[src/rtl/instr_fetch.sv]
// Instruction fetch stage feeding the control unit.
// Holds a loadable program store and presents one instruction at a time on
// o_instr. Each word stays on the output for as many clocks as the CU needs
// for its class, then the PC advances. Class 2'b00 is a halt marker: fetch
// stops and o_instr is driven to zero, which keeps the CU in RESET.
module instr_fetch #(
  parameter int INSTR_WIDTH = 20,
  parameter int PC_BITS     = 5,
  parameter int STD_CYCLES  = 3,
  parameter int MEM_CYCLES  = 4
) (
  input  logic                   clk,
  input  logic                   rst_n,
  input  logic                   i_start,
  input  logic                   i_stall,
  input  logic                   i_load_we,
  input  logic [PC_BITS-1:0]     i_load_addr,
  input  logic [INSTR_WIDTH-1:0] i_load_data,
  output logic [INSTR_WIDTH-1:0] o_instr,
  output logic [PC_BITS-1:0]     o_pc,
  output logic                   o_instr_valid,
  output logic                   o_halted
);

  localparam int DEPTH    = 2 ** PC_BITS;
  localparam int MAX_HOLD = (STD_CYCLES > MEM_CYCLES) ? STD_CYCLES : MEM_CYCLES;
  localparam int CNT_W    = $clog2(MAX_HOLD + 1);

  typedef enum logic [1:0] {
    S_IDLE = 2'd0,
    S_RUN  = 2'd1,
    S_HALT = 2'd2
  } state_t;

  // Number of clocks the CU keeps a word of the given class on its input.
  function automatic logic [CNT_W-1:0] hold_of(input logic [1:0] cls);
    return (cls == 2'b01) ? CNT_W'(STD_CYCLES) : CNT_W'(MEM_CYCLES);
  endfunction

  logic [INSTR_WIDTH-1:0] r_mem [DEPTH];

  state_t                 r_state, w_state_next;
  logic [INSTR_WIDTH-1:0] r_instr, w_instr_next;
  logic [PC_BITS-1:0]     r_pc, w_pc_next;
  logic                   r_valid, w_valid_next;
  logic                   r_halted, w_halted_next;
  logic [CNT_W-1:0]       r_cnt, w_cnt_next;

  logic                   w_mem_we;
  logic [PC_BITS-1:0]     w_fetch_addr;
  logic [INSTR_WIDTH-1:0] w_fetch_word;
  logic [1:0]             w_fetch_cls;
  logic                   w_fetch_halt;

  // The store is writable only while fetch is not running.
  assign w_mem_we = i_load_we && (r_state != S_RUN);

  // In RUN the next word is pc+1 (wrapping); otherwise a start fetches word 0.
  assign w_fetch_addr = (r_state == S_RUN) ? (r_pc + PC_BITS'(1)) : '0;
  assign w_fetch_word = r_mem[w_fetch_addr];
  assign w_fetch_cls  = w_fetch_word[INSTR_WIDTH-1:INSTR_WIDTH-2];
  assign w_fetch_halt = (w_fetch_cls == 2'b00);

  // Program store write port; contents survive reset.
  always_ff @(posedge clk) begin
    if (w_mem_we) begin
      r_mem[i_load_addr] <= i_load_data;
    end
  end

  // State and output registers.
  always_ff @(posedge clk or negedge rst_n) begin
    if (!rst_n) begin
      r_state  <= S_IDLE;
      r_instr  <= '0;
      r_pc     <= '0;
      r_valid  <= 1'b0;
      r_halted <= 1'b0;
      r_cnt    <= '0;
    end else begin
      r_state  <= w_state_next;
      r_instr  <= w_instr_next;
      r_pc     <= w_pc_next;
      r_valid  <= w_valid_next;
      r_halted <= w_halted_next;
      r_cnt    <= w_cnt_next;
    end
  end

  // Next-state logic: start/halt handling and per-word hold counting.
  always_comb begin
    w_state_next  = r_state;
    w_instr_next  = r_instr;
    w_pc_next     = r_pc;
    w_valid_next  = r_valid;
    w_halted_next = r_halted;
    w_cnt_next    = r_cnt;
    case (r_state)
      S_IDLE, S_HALT: begin
        // A load in the same cycle takes priority over start.
        if (i_start && !i_load_we) begin
          w_pc_next = '0;
          if (w_fetch_halt) begin
            w_instr_next  = '0;
            w_valid_next  = 1'b0;
            w_halted_next = 1'b1;
            w_state_next  = S_HALT;
          end else begin
            // Full hold (not hold-1): the CU spends one extra edge leaving RESET.
            w_instr_next  = w_fetch_word;
            w_valid_next  = 1'b1;
            w_halted_next = 1'b0;
            w_cnt_next    = hold_of(w_fetch_cls);
            w_state_next  = S_RUN;
          end
        end
      end
      S_RUN: begin
        if (!i_stall) begin
          if (r_cnt != '0) begin
            w_cnt_next = r_cnt - CNT_W'(1);
          end else begin
            w_pc_next = w_fetch_addr;
            if (w_fetch_halt) begin
              w_instr_next  = '0;
              w_valid_next  = 1'b0;
              w_halted_next = 1'b1;
              w_state_next  = S_HALT;
            end else begin
              // The fetch edge itself counts as one of the hold clocks.
              w_instr_next = w_fetch_word;
              w_cnt_next   = hold_of(w_fetch_cls) - CNT_W'(1);
            end
          end
        end
      end
      default: begin
        w_state_next = S_IDLE;
      end
    endcase
  end

  assign o_instr       = r_instr;
  assign o_pc          = r_pc;
  assign o_instr_valid = r_valid;
  assign o_halted      = r_halted;

endmodule

[config.mk]
export PLATFORM = sky130hd
export DESIGN_NAME = instr_fetch
export DESIGN_NICKNAME = d
export VERILOG_FILES = /design/src/rtl/instr_fetch.sv
export SDC_FILE = /design/constraint.sdc
export NUM_CORES = 1
export LEC_CHECK = 0
export CAP_MARGIN = 20
export CORE_MARGIN = 2
export CORE_UTILIZATION = 30
export DETAILED_ROUTE_END_ITERATION = 10
export PLACE_DENSITY = 0.41
export SETUP_SLACK_MARGIN = 0.02
export SLEW_MARGIN = 20
export SYNTH_ARGS = -nofsm -noshare
export SYNTH_HDL_FRONTEND = slang
export SYNTH_SLANG_ARGS = --single-unit
[constraint.sdc]
create_clock -name clk -period 3.2 [get_ports clk]
set_input_delay 0.32 -clock clk [delete_from_list [all_inputs] [get_ports clk]]
set_output_delay 0.32 -clock clk [all_outputs]
set_load 0.005 [all_outputs]
== Yosys cells after proc, flatten, opt, wreduce, memory -nomap -nowiden ==
Memories as Yosys holds them, arrays and structs flattened.
Index checks and enable logic that the tools add are counted.
Operators by class
  add/subtract/negate cells: 3
  eq/ne operators: 10
  muxes and demuxes: 37
  reduce and logical (&&, ||, !) cells: 12
Operators with widths (count)
  2-to-1 mux 20 bit: 4
  one-hot mux 20 bit (2 select lines): 1
  2-to-1 mux 5 bit: 4
  2-to-1 mux 3 bit: 6
  2-to-1 mux 1 bit: 12
  2-to-1 mux 2 bit: 5
  inequality test 2 bit (second input constant): 5
  one-hot mux 5 bit (2 select lines): 1
  AND reduction 5 bit: 2
  AND reduction 4 bit: 2
  one-hot mux 3 bit (2 select lines): 1
  subtractor 3 x 1 -> 3 bit (second input constant): 2
  adder 5 x 1 -> 5 bit (second input constant): 1
  == test 2 x 1 -> 1 bit (second input constant): 2
  zero test 2 bit: 2
  one-hot mux 1 bit (2 select lines): 2
  one-hot mux 2 bit (2 select lines): 1
  inequality test 3 x 2 -> 1 bit (second input constant): 1
  nonzero test 3 bit: 1
  == test 2 bit (second input constant): 1
  logical AND 1 bit: 2
  inequality test 2 x 1 -> 1 bit (second input constant): 1
  nonzero test 2 bit: 1
  OR reduction 2 bit: 1
  zero test 1 bit: 1
Word-level totals
  register bits: 32
  RAM bits: 640
  input bits: 30
  output and inout bits: 27
  word-level logic and storage cells: 69
  memories kept: 1
Memory list
  r_mem: depth 32, width 20, rd ports 1, clocked after Yosys merged registers in 0, wr ports 1, RTL line 40  | logic [INSTR_WIDTH-1:0] r_mem [DEPTH];

== Depth between registers and ports, before layout ==
Gate-level depths: netlist of run 1.
An unclocked memory read counts as a cell.
  depth in word-level cells: 10
  gate-level depth with buffers: 13
  gate-level depth less buffers: 9

== Worst setup path after synthesis of run 1 ==
Ideal clock, no wire load.
  kind: reg-to-reg
  from: register r_state[0]
  to: memory r_mem[12][0] (enable)
  data arrival time: 2.431 ns
  slack: 0.372 ns
  stages on the path, launching flop included: 6
  clock period less this slack: 2.828 ns
  cells stage by stage: dfrtp_1 nor2b_1 clkbuf_1 or4b_2 clkbuf_1 nor2_1
On the way
  word-level cells in the longest chain between the ends: 4
RTL lines
  start, declared: RTL line 42  | state_t r_state, w_state_next;
  start signal, assigned: RTL line 81  | r_state <= w_state_next;
  inequality test 2 x 1 -> 1 bit: RTL line 56  | assign w_mem_we = i_load_we && (r_state != S_RUN);
  logical AND 1 bit: RTL line 56
  2-to-1 mux 1 bit: RTL line 66  | if (w_mem_we) begin
  2-to-1 mux 1 bit (not written as such): RTL line 67  | r_mem[i_load_addr] <= i_load_data;
  end, declared: RTL line 40
Every way passes these cells.

== Worst setup path after layout of run 1 ==
  from: register r_pc[0], in the netlist o_pc[0]
  to: register r_instr[6], in the netlist o_instr[6]
On the way
  word-level cells in the longest chain between the ends: 8
RTL lines
  start, declared: RTL line 44  | logic [PC_BITS-1:0] r_pc, w_pc_next;
  start signal, assigned: RTL line 83  | r_pc <= w_pc_next;
  adder 5 x 1 -> 5 bit *: RTL line 59  | assign w_fetch_addr = (r_state == S_RUN) ? (r_pc + PC_BITS'(1)) : '0;
  2-to-1 mux 5 bit *: RTL line 59
  memory (32 x 20 bit) *
  zero test 2 bit: RTL line 62  | assign w_fetch_halt = (w_fetch_cls == 2'b00);
  2-to-1 mux 20 bit *: RTL line 103, 124
  2-to-1 mux 20 bit: RTL line 120  | if (r_cnt != '0) begin
  2-to-1 mux 20 bit: RTL line 119  | if (!i_stall) begin
  one-hot mux 20 bit (2 select lines) *: RTL line 98  | case (r_state)
  end signal, assigned: RTL line 82  | r_instr <= w_instr_next;
  end, declared: RTL line 43  | logic [INSTR_WIDTH-1:0] r_instr, w_instr_next;
Every way passes the cells marked *; elsewhere a longest branch is shown, timed or not. The select of a mux whose other input is x is not followed.
A chain may end at the register's enable or synchronous reset.

==> results of run 1 <==
## stage by stage
stage          cell area, um^2  hold WS (ns)   util  std cells  setup slack (ns)
3_5_place_dp             30100         0.492  0.339       3017            0.0785
2_1_floorplan            27000        0.0244      -       1765             0.372
6_report                 32400         0.229  0.365       3153             0.198
5_1_grt                  32400         0.238  0.365       3153            0.0367
3_3_place_gp             30100         0.483  0.339       3017            0.0968
4_1_cts                  32400         0.366  0.365       3153            0.0315
## cells in the final DEF (no fill, tap or decap), types with 4 or more instances in the layout
cell and instances:
or3_1 5, nor2_4 16, buf_2 7, clkbuf_16 78
and2_0 4, o21ai_2 10, nor2b_1 6, mux2i_1 82
nor3_1 74, clkinv_2 9, a311oi_1 109, dfrtp_1 31
nand3b_1 6, nand2_1 248, nor2_2 18, o21ai_0 25
nor2_1 11, buf_12 22, clkdlybuf4s50_1 49, mux4_2 22
clkinv_1 23, a211oi_1 110, and2_1 106, a21oi_1 40
clkbuf_1 13, mux2_2 6, nand3_1 6, edfxtp_1 640
buf_4 133
## worst register-to-register path, delay by kind of cell (launching register included)
family,cells,cell delay (ns)
buffers and inverters,5,1.30
AOI/OAI and AO/OA,4,0.64
and+or+nand+nor,2,0.49
DFF,1,0.47
## power breakdown
part           internal, W  switching [W]  leakage (nW)
Clock              0.00472        0.00351          1.14
Combinational      0.00470        0.00758          3.35
Sequential         0.00985       0.000214          6.15
## cell type report
class	count	share of cell area
clock buffers	92	0.0621
clock inverters	43	0.00953
inverters	4	0.000540
multi-input cells	963	0.204
flip-flops and latches	672	0.618
well taps	1165	0.0450
repair buffers	214	0.0616
## flip-flops by register name, summed over array words and instances (netlist names)
signal / count
o_instr_valid: 1
r_mem: 640
o_halted: 1
o_pc: 5
o_instr: 20
r_state: 2
r_cnt: 3
## Yosys cell counts, types with 6 or more instances
cell	instances	area, um^2
a21oi_1	41	205
nand3_1	6	30.0
nor2b_1	6	37.5
and2_1	106	663
buf_2	23	115
a311oi_1	109	955
o21ai_0	26	130
edfxtp_1	640	19200
nand3b_1	6	45.0
nor2_1	44	165
nor3_1	74	370
nand2_1	248	931
o21ai_2	10	87.6
buf_1	10	37.5
buf_4	10	75.1
dfrtp_1	32	801
a211oi_1	110	826
mux2i_1	83	831
mux2_2	6	67.6
mux4_2	22	495
clkbuf_1	80	300
## worst min path at each step
| stage | start | end | depth (start not counted) |
|---|---|---|---|
| final | i_load_data[7] | r_mem[28][7] | 1 |
| after detailed placement | o_instr_valid | o_instr_valid | 1 |
| after global routing | i_load_data[7] | r_mem[28][7] | 1 |
| after CTS | rst_n | o_instr_valid | 2 |
| after floorplan | rst_n | o_halted | 0 |
| after global placement | o_halted | o_halted | 2 |
## timing repair
item | 4_1_cts | 5_1_grt
gates resized for setup | 0 | 5
setup endpoints to repair | 0 | 21
endpoints found under the hold margin | 26 | 0
hold buffers | 1 | 0
## kinds of logic (layout without fill, tap and decap cells)
group / after synthesis / after routing / share of synthesized area
and+or+nand+nor: 525 / 525 / 0.0931
xor gates and xnor gates: 1 / 1 / 0.000325
buffers and inverters: 130 / 353 / 0.0215
AOI/OAI and AO/OA: 323 / 323 / 0.0901
adders and majority gates: 2 / 2 / 0.000927
muxes: 112 / 112 / 0.0522
DFF: 672 / 672 / 0.742
## per-layer routing
layer  vias up  GRT usage
met4         8     0.0445
met2       466      0.286
li1       7228          -
met3       123     0.0311
met1      8480      0.268
met5         -          0
==> flow_summary_export.csv, run 1 <==
group,metric,value,unit
route,drtIter0Drc,1524,
cells_and_area,antenna_cells,0,
placement,gp_congestion,0.764,
clock_tree,cts_inserted_buffers,76,
cells_and_area,register_area,20000,um^2
sta,min_period_over_period,0.938,
route,ant_nets,0,
worst_setup_path,crit_type,"flip-flop to flip-flop",
synthesis,async_flop_share,0.0476,
worst_setup_path,r2r_end,"o_instr[6]",
worst_setup_path,r2r-start,"o_pc[0]",
floorplanning,die_w,304,um
route,detail_route.first_pass.iterations,5,
global_routing,gr-total-overflow,0,
power_and_ir_drop,finalPower,0.0306,W
worst_setup_path,cp-end-kind,"flip-flop",
worst_setup_path,r2r_cells,11,
worst_setup_path,cp_num_buf_inv,5,
synthesis,netlist_instances,1765,
sta,skew,0.0298,ns
worst_setup_path,cp.required,3.73,ns
global_routing,gr-usage-all-layers,0.184,
clock_tree,cts_setup_buffers,0,
synthesis,synth-seq-cells,672,
route,viasPerCell,5.17,
worst_setup_path,cpPeakStageDelay,0.47,ns
clock_tree,clock_sinks,672,
synthesis,synth_nets,1797,
sta,finalHoldViolations,0,
clock_tree,clk_path_buf_depth,3,
worst_setup_path,crit_family,"buffers and inverters",
floorplanning,die_h,304,um
worst_setup_path,cp_max_fo,49,
synthesis,yosysSeqAreaShare,0.742,
worst_setup_path,crit_path_cell_trace,"buf_4, inv_4, buf_12, buf_4, a211oi_1, a311oi_1, nor3_1, nor3_1, buf_4, a21oi_1, o21ai_2",
route,vias,16305,
placement,io_buffer_count,56,
sta,rsz0062_at_grt,"false",
sta,tightest_slew,0.984,ns
global_routing,grt_max_degree,87,
worst_setup_path,cpMostUsedCell,"buf_4",
worst_setup_path,crit_path_end,"o_instr[6]",
clock_tree,clock_latency,0.62,ns
clock_tree,tritoncts,"yes",
route,wl_met2,38900,um
synthesis,synth_edf_count,640,
clock_tree,cts_root_buf,"clkbuf_16",
clock_tree,htree_num_levels,3,
outcome,status,"complete, no violations",
synthesis,synthesis.area,27000,um^2
sta,setup_viol,0,
route,dr.max_layer_used,"met5",
power_and_ir_drop,p_leak,10.6,nW
power_and_ir_drop,ir_worst_vdd,0.477,mV
sta,fmax,333,MHz
global_routing,grt_pass1_vias,16252,
global_routing,antenna_found_initial,4,
worst_setup_path,arrival,3.53,ns
route,drc,0,
route,wl_met3,4270,um
cells_and_area,drive_above_1_share,0.177,
cells_and_area,fin_nets,1963,
placement,hpwl,50500,um
cells_and_area,nFillCells,8290,
clock_tree,cts.clk_slew.worst_paths,0.06,ns
sta,tns,0,ns
route,wl_per_cell,27.1,um
power_and_ir_drop,p_per_area,943,nW/um^2
worst_setup_path,cp_slowest_cell,"dfrtp_4",
cells_and_area,multiInputGateArea,6600,um^2
worst_hold_path,min_path_type,"primary input to flip-flop",
sta,min_period,3.00,ns
worst_setup_path,startpoint,"o_pc[0]",
flow_run,maxCapViolations,0,
sta,slew-limit-headroom,0.342,
floorplanning,start_util,0.304,
synthesis,avgSynthCellArea,15.3,um^2
synthesis,synthFlopType,"edfxtp_1",
route,wl_met1,40500,um
worst_setup_path,worst-path-stages,11,
worst_setup_path,rrSetupSlack,0.20,ns
floorplanning,core,88800,um^2
synthesis,synth_cell_types,64,
floorplanning,ios,57,
route,finalWirelength,85600,um
synthesis,yosysWarnings,0,
floorplanning,die-area,92400,um^2
cells_and_area,area_delta_synth_final,20.1,%
global_routing,grt_pass1_wl,123000,um
floorplanning,rows,109,
worst_setup_path,crit_path_start_kind,"flip-flop",
sta,slew_violations,0,
Power figures use the tool's default switching activity.
==> run 2, diff against run 1 <==
Settings changed: CORE_MARGIN 2 to 8.
==> run 2 against run 1 <==
  * Flip-flop and latch count did not move
  * Hold slack better by 0.0013 ns
  * Clock skew is 0.011 ns lower
  * Register-to-register slack is essentially flat
==> flow_summary_export.csv, run 2 (synthesis results as in run 1) <==
group,metric,value,unit
power_and_ir_drop,p_sw,0.0115,W
global_routing,gr-total-overflow,0,
sta,min_period,2.99,ns
cells_and_area,largest_register,"r_mem",
clock_tree,cts_inserted_buffers,75,
clock_tree,htree_num_levels,3,
route,vias,15978,
clock_tree,cts_root_buf,"clkbuf_16",
floorplanning,die-area,99800,um^2
sta,setup_slack,0.211,ns
flow_run,maxCapViolations,0,
global_routing,antenna_found_initial,2,
sta,finalHoldViolations,0,
floorplanning,start_util,0.301,
placement,io_buffer_count,56,
clock_tree,cts.clk_slew.worst_paths,0.06,ns
sta,slew_violations,0,
sta,fmax,335,MHz
worst_hold_path,min_path_type,"primary input to asynchronous set/reset pin",
global_routing,grt_util_met3,0.0262,
power_and_ir_drop,p_sw_frac,0.366,
sta,hold_slack,0.231,ns
route,detail_route.first_pass.iterations,7,
sta,setup_viol,0,
worst_setup_path,crit_path_start_kind,"flip-flop",
cells_and_area,final_cell_mix,"edfxtp_1 (640), nand2_1 (248), buf_4 (120)",
cells_and_area,fin_nets,1958,
clock_tree,clock_latency,0.60,ns
global_routing,gr-usage-all-layers,0.161,
worst_setup_path,cp-end-kind,"flip-flop",
worst_setup_path,arrival,3.52,ns
power_and_ir_drop,p_leak,10.7,nW
power_and_ir_drop,p_per_area,958,nW/um^2
floorplanning,ios,57,
power_and_ir_drop,finalPower,0.0313,W
route,viasPerCell,5.05,
global_routing,grt.busiest_layer,"met2",
floorplanning,die_h,316,um
floorplanning,die_w,316,um
power_and_ir_drop,power.internal,0.0198,W
global_routing,use_met2,0.257,
placement,gp_congestion,0.779,
global_routing,grt_use_met1,0.228,
cells_and_area,finish.utilization,0.365,
cells_and_area,mostFrequentLayoutCell,"edfxtp_1",
cells_and_area,largest_reg_flops,640,
clock_tree,clk_path_buf_depth,3,
sta,slew-limit-headroom,0.539,
cells_and_area,area_delta_synth_final,21.1,%
clock_tree,tritoncts,"yes",
worst_setup_path,cp_max_fo,36,
worst_setup_path,crit_type,"flip-flop to flip-flop",
power_and_ir_drop,power_frac_clock,0.271,
global_routing,grt_pass1_vias,16135,
worst_setup_path,cp.required,3.73,ns
power_and_ir_drop,seq_power_share,0.322,
sta,rsz0062_at_grt,"false",
sta,min_period_over_period,0.934,
sta,skew,0.0186,ns
route,ant_nets,0,
global_routing,grt_max_degree,83,
floorplanning,core,89600,um^2
cells_and_area,drive_above_1_share,0.177,
global_routing,grt_pass1_wl,117000,um
power_and_ir_drop,ir_worst_vdd,0.733,mV
cells_and_area,antenna_cells,0,
power_and_ir_drop,pwr-share-comb,0.407,
route,wl_per_cell,25.8,um
clock_tree,clock_sinks,672,
placement,hpwl,48900,um
route,finalWirelength,81400,um
route,drtIter0Drc,1254,
route,drc,0,
outcome,status,"complete, no violations",
sta,tightest_slew,0.687,ns
placement,dp_slack,-0.0271,ns
floorplanning,rows,110,
==> run 2: cell count changes in the layout (fill, tap and decap cells not counted), moves of 4 or more <==
cell,before,now
buf_4,133,120
clkinv_1,23,11
buf_12,22,31
clkbuf_1,13,21
buf_2,7,3
clkdlybuf4s50_1,49,53
==> run 2: area by class of cell <==
type,instances,area [um^2]
fill,8474,56900
clock buffer,104,2110
timing repair buffer,210,2130
sequential,672,20000
tap,1176,1470
multi-input combinational,963,6610
clock inverter,32,308
inverter,4,17.5
==> run 2: power by group through the flow <==
stage               clock (W)  sequential, W  combinational (W)
floorplan                   0         0.0101            0.00733
global placement            0         0.0103             0.0127
detailed placement          0         0.0103             0.0127
CTS                   0.00873         0.0101             0.0129
global route          0.00904         0.0101             0.0138
finish                0.00849         0.0101             0.0127
==> run 2: critical path, stage by stage (launching register included) <==
cell	delay (ns)
dfrtp_1	0.52
buf_4	0.23
nor3b_2	0.22
clkbuf_16	0.33
buf_12	0.25
mux2i_1	0.15
mux4_2	0.52
a21oi_1	0.34
a21oi_1	0.19
o21ai_2	0.14
==> run 2: per-layer routing <==
layer	up-vias	wire [um]	part of all wire
met5	-	13	0.00016
met2	348	37700	0.46
li1	7217	-	-
met1	8324	38600	0.47
met3	87	3740	0.046
met4	2	1410	0.017
==> run 2: through the flow <==
| step | cells | instance area, um^2 | setup TNS, ns |
|---|---|---|---|
| 2_1_floorplan | 1765 | 27000 | 0 |
| 3_3_place_gp | 3020 | 30200 | -0.0386 |
| 3_5_place_dp | 3020 | 30200 | -0.0271 |
| 4_1_cts | 3161 | 32600 | 0 |
| 5_1_grt | 3161 | 32700 | 0 |
| 6_report | 3161 | 32700 | 0 |
==> run 2: final timing paths <==
check / start / endpoint / slack [ns] / cells after the start
worst max-delay path: r_state[1] / o_instr[5] / 0.21 / 9
worst min-delay path: rst_n / o_instr[2] / 0.23 / 2
worst max register to register: r_state[1] / o_instr[5] / 0.21 / 9
worst min register to register: o_halted / o_halted / 0.48 / 2
max in group asynchronous: rst_n / o_instr[0] / 2.35 / 3
min in group clk: i_load_data[12] / r_mem[21][12] / 0.26 / 1
==> run 2: what timing repair did <==
action / 4_1_cts / 5_1_grt
setup buffers: 4 / 0
hold endpoints to repair: 20 / 0
resized for setup: 1 / 7
endpoints found under the setup margin: 2 / 17
hold buffers: 1 / 0
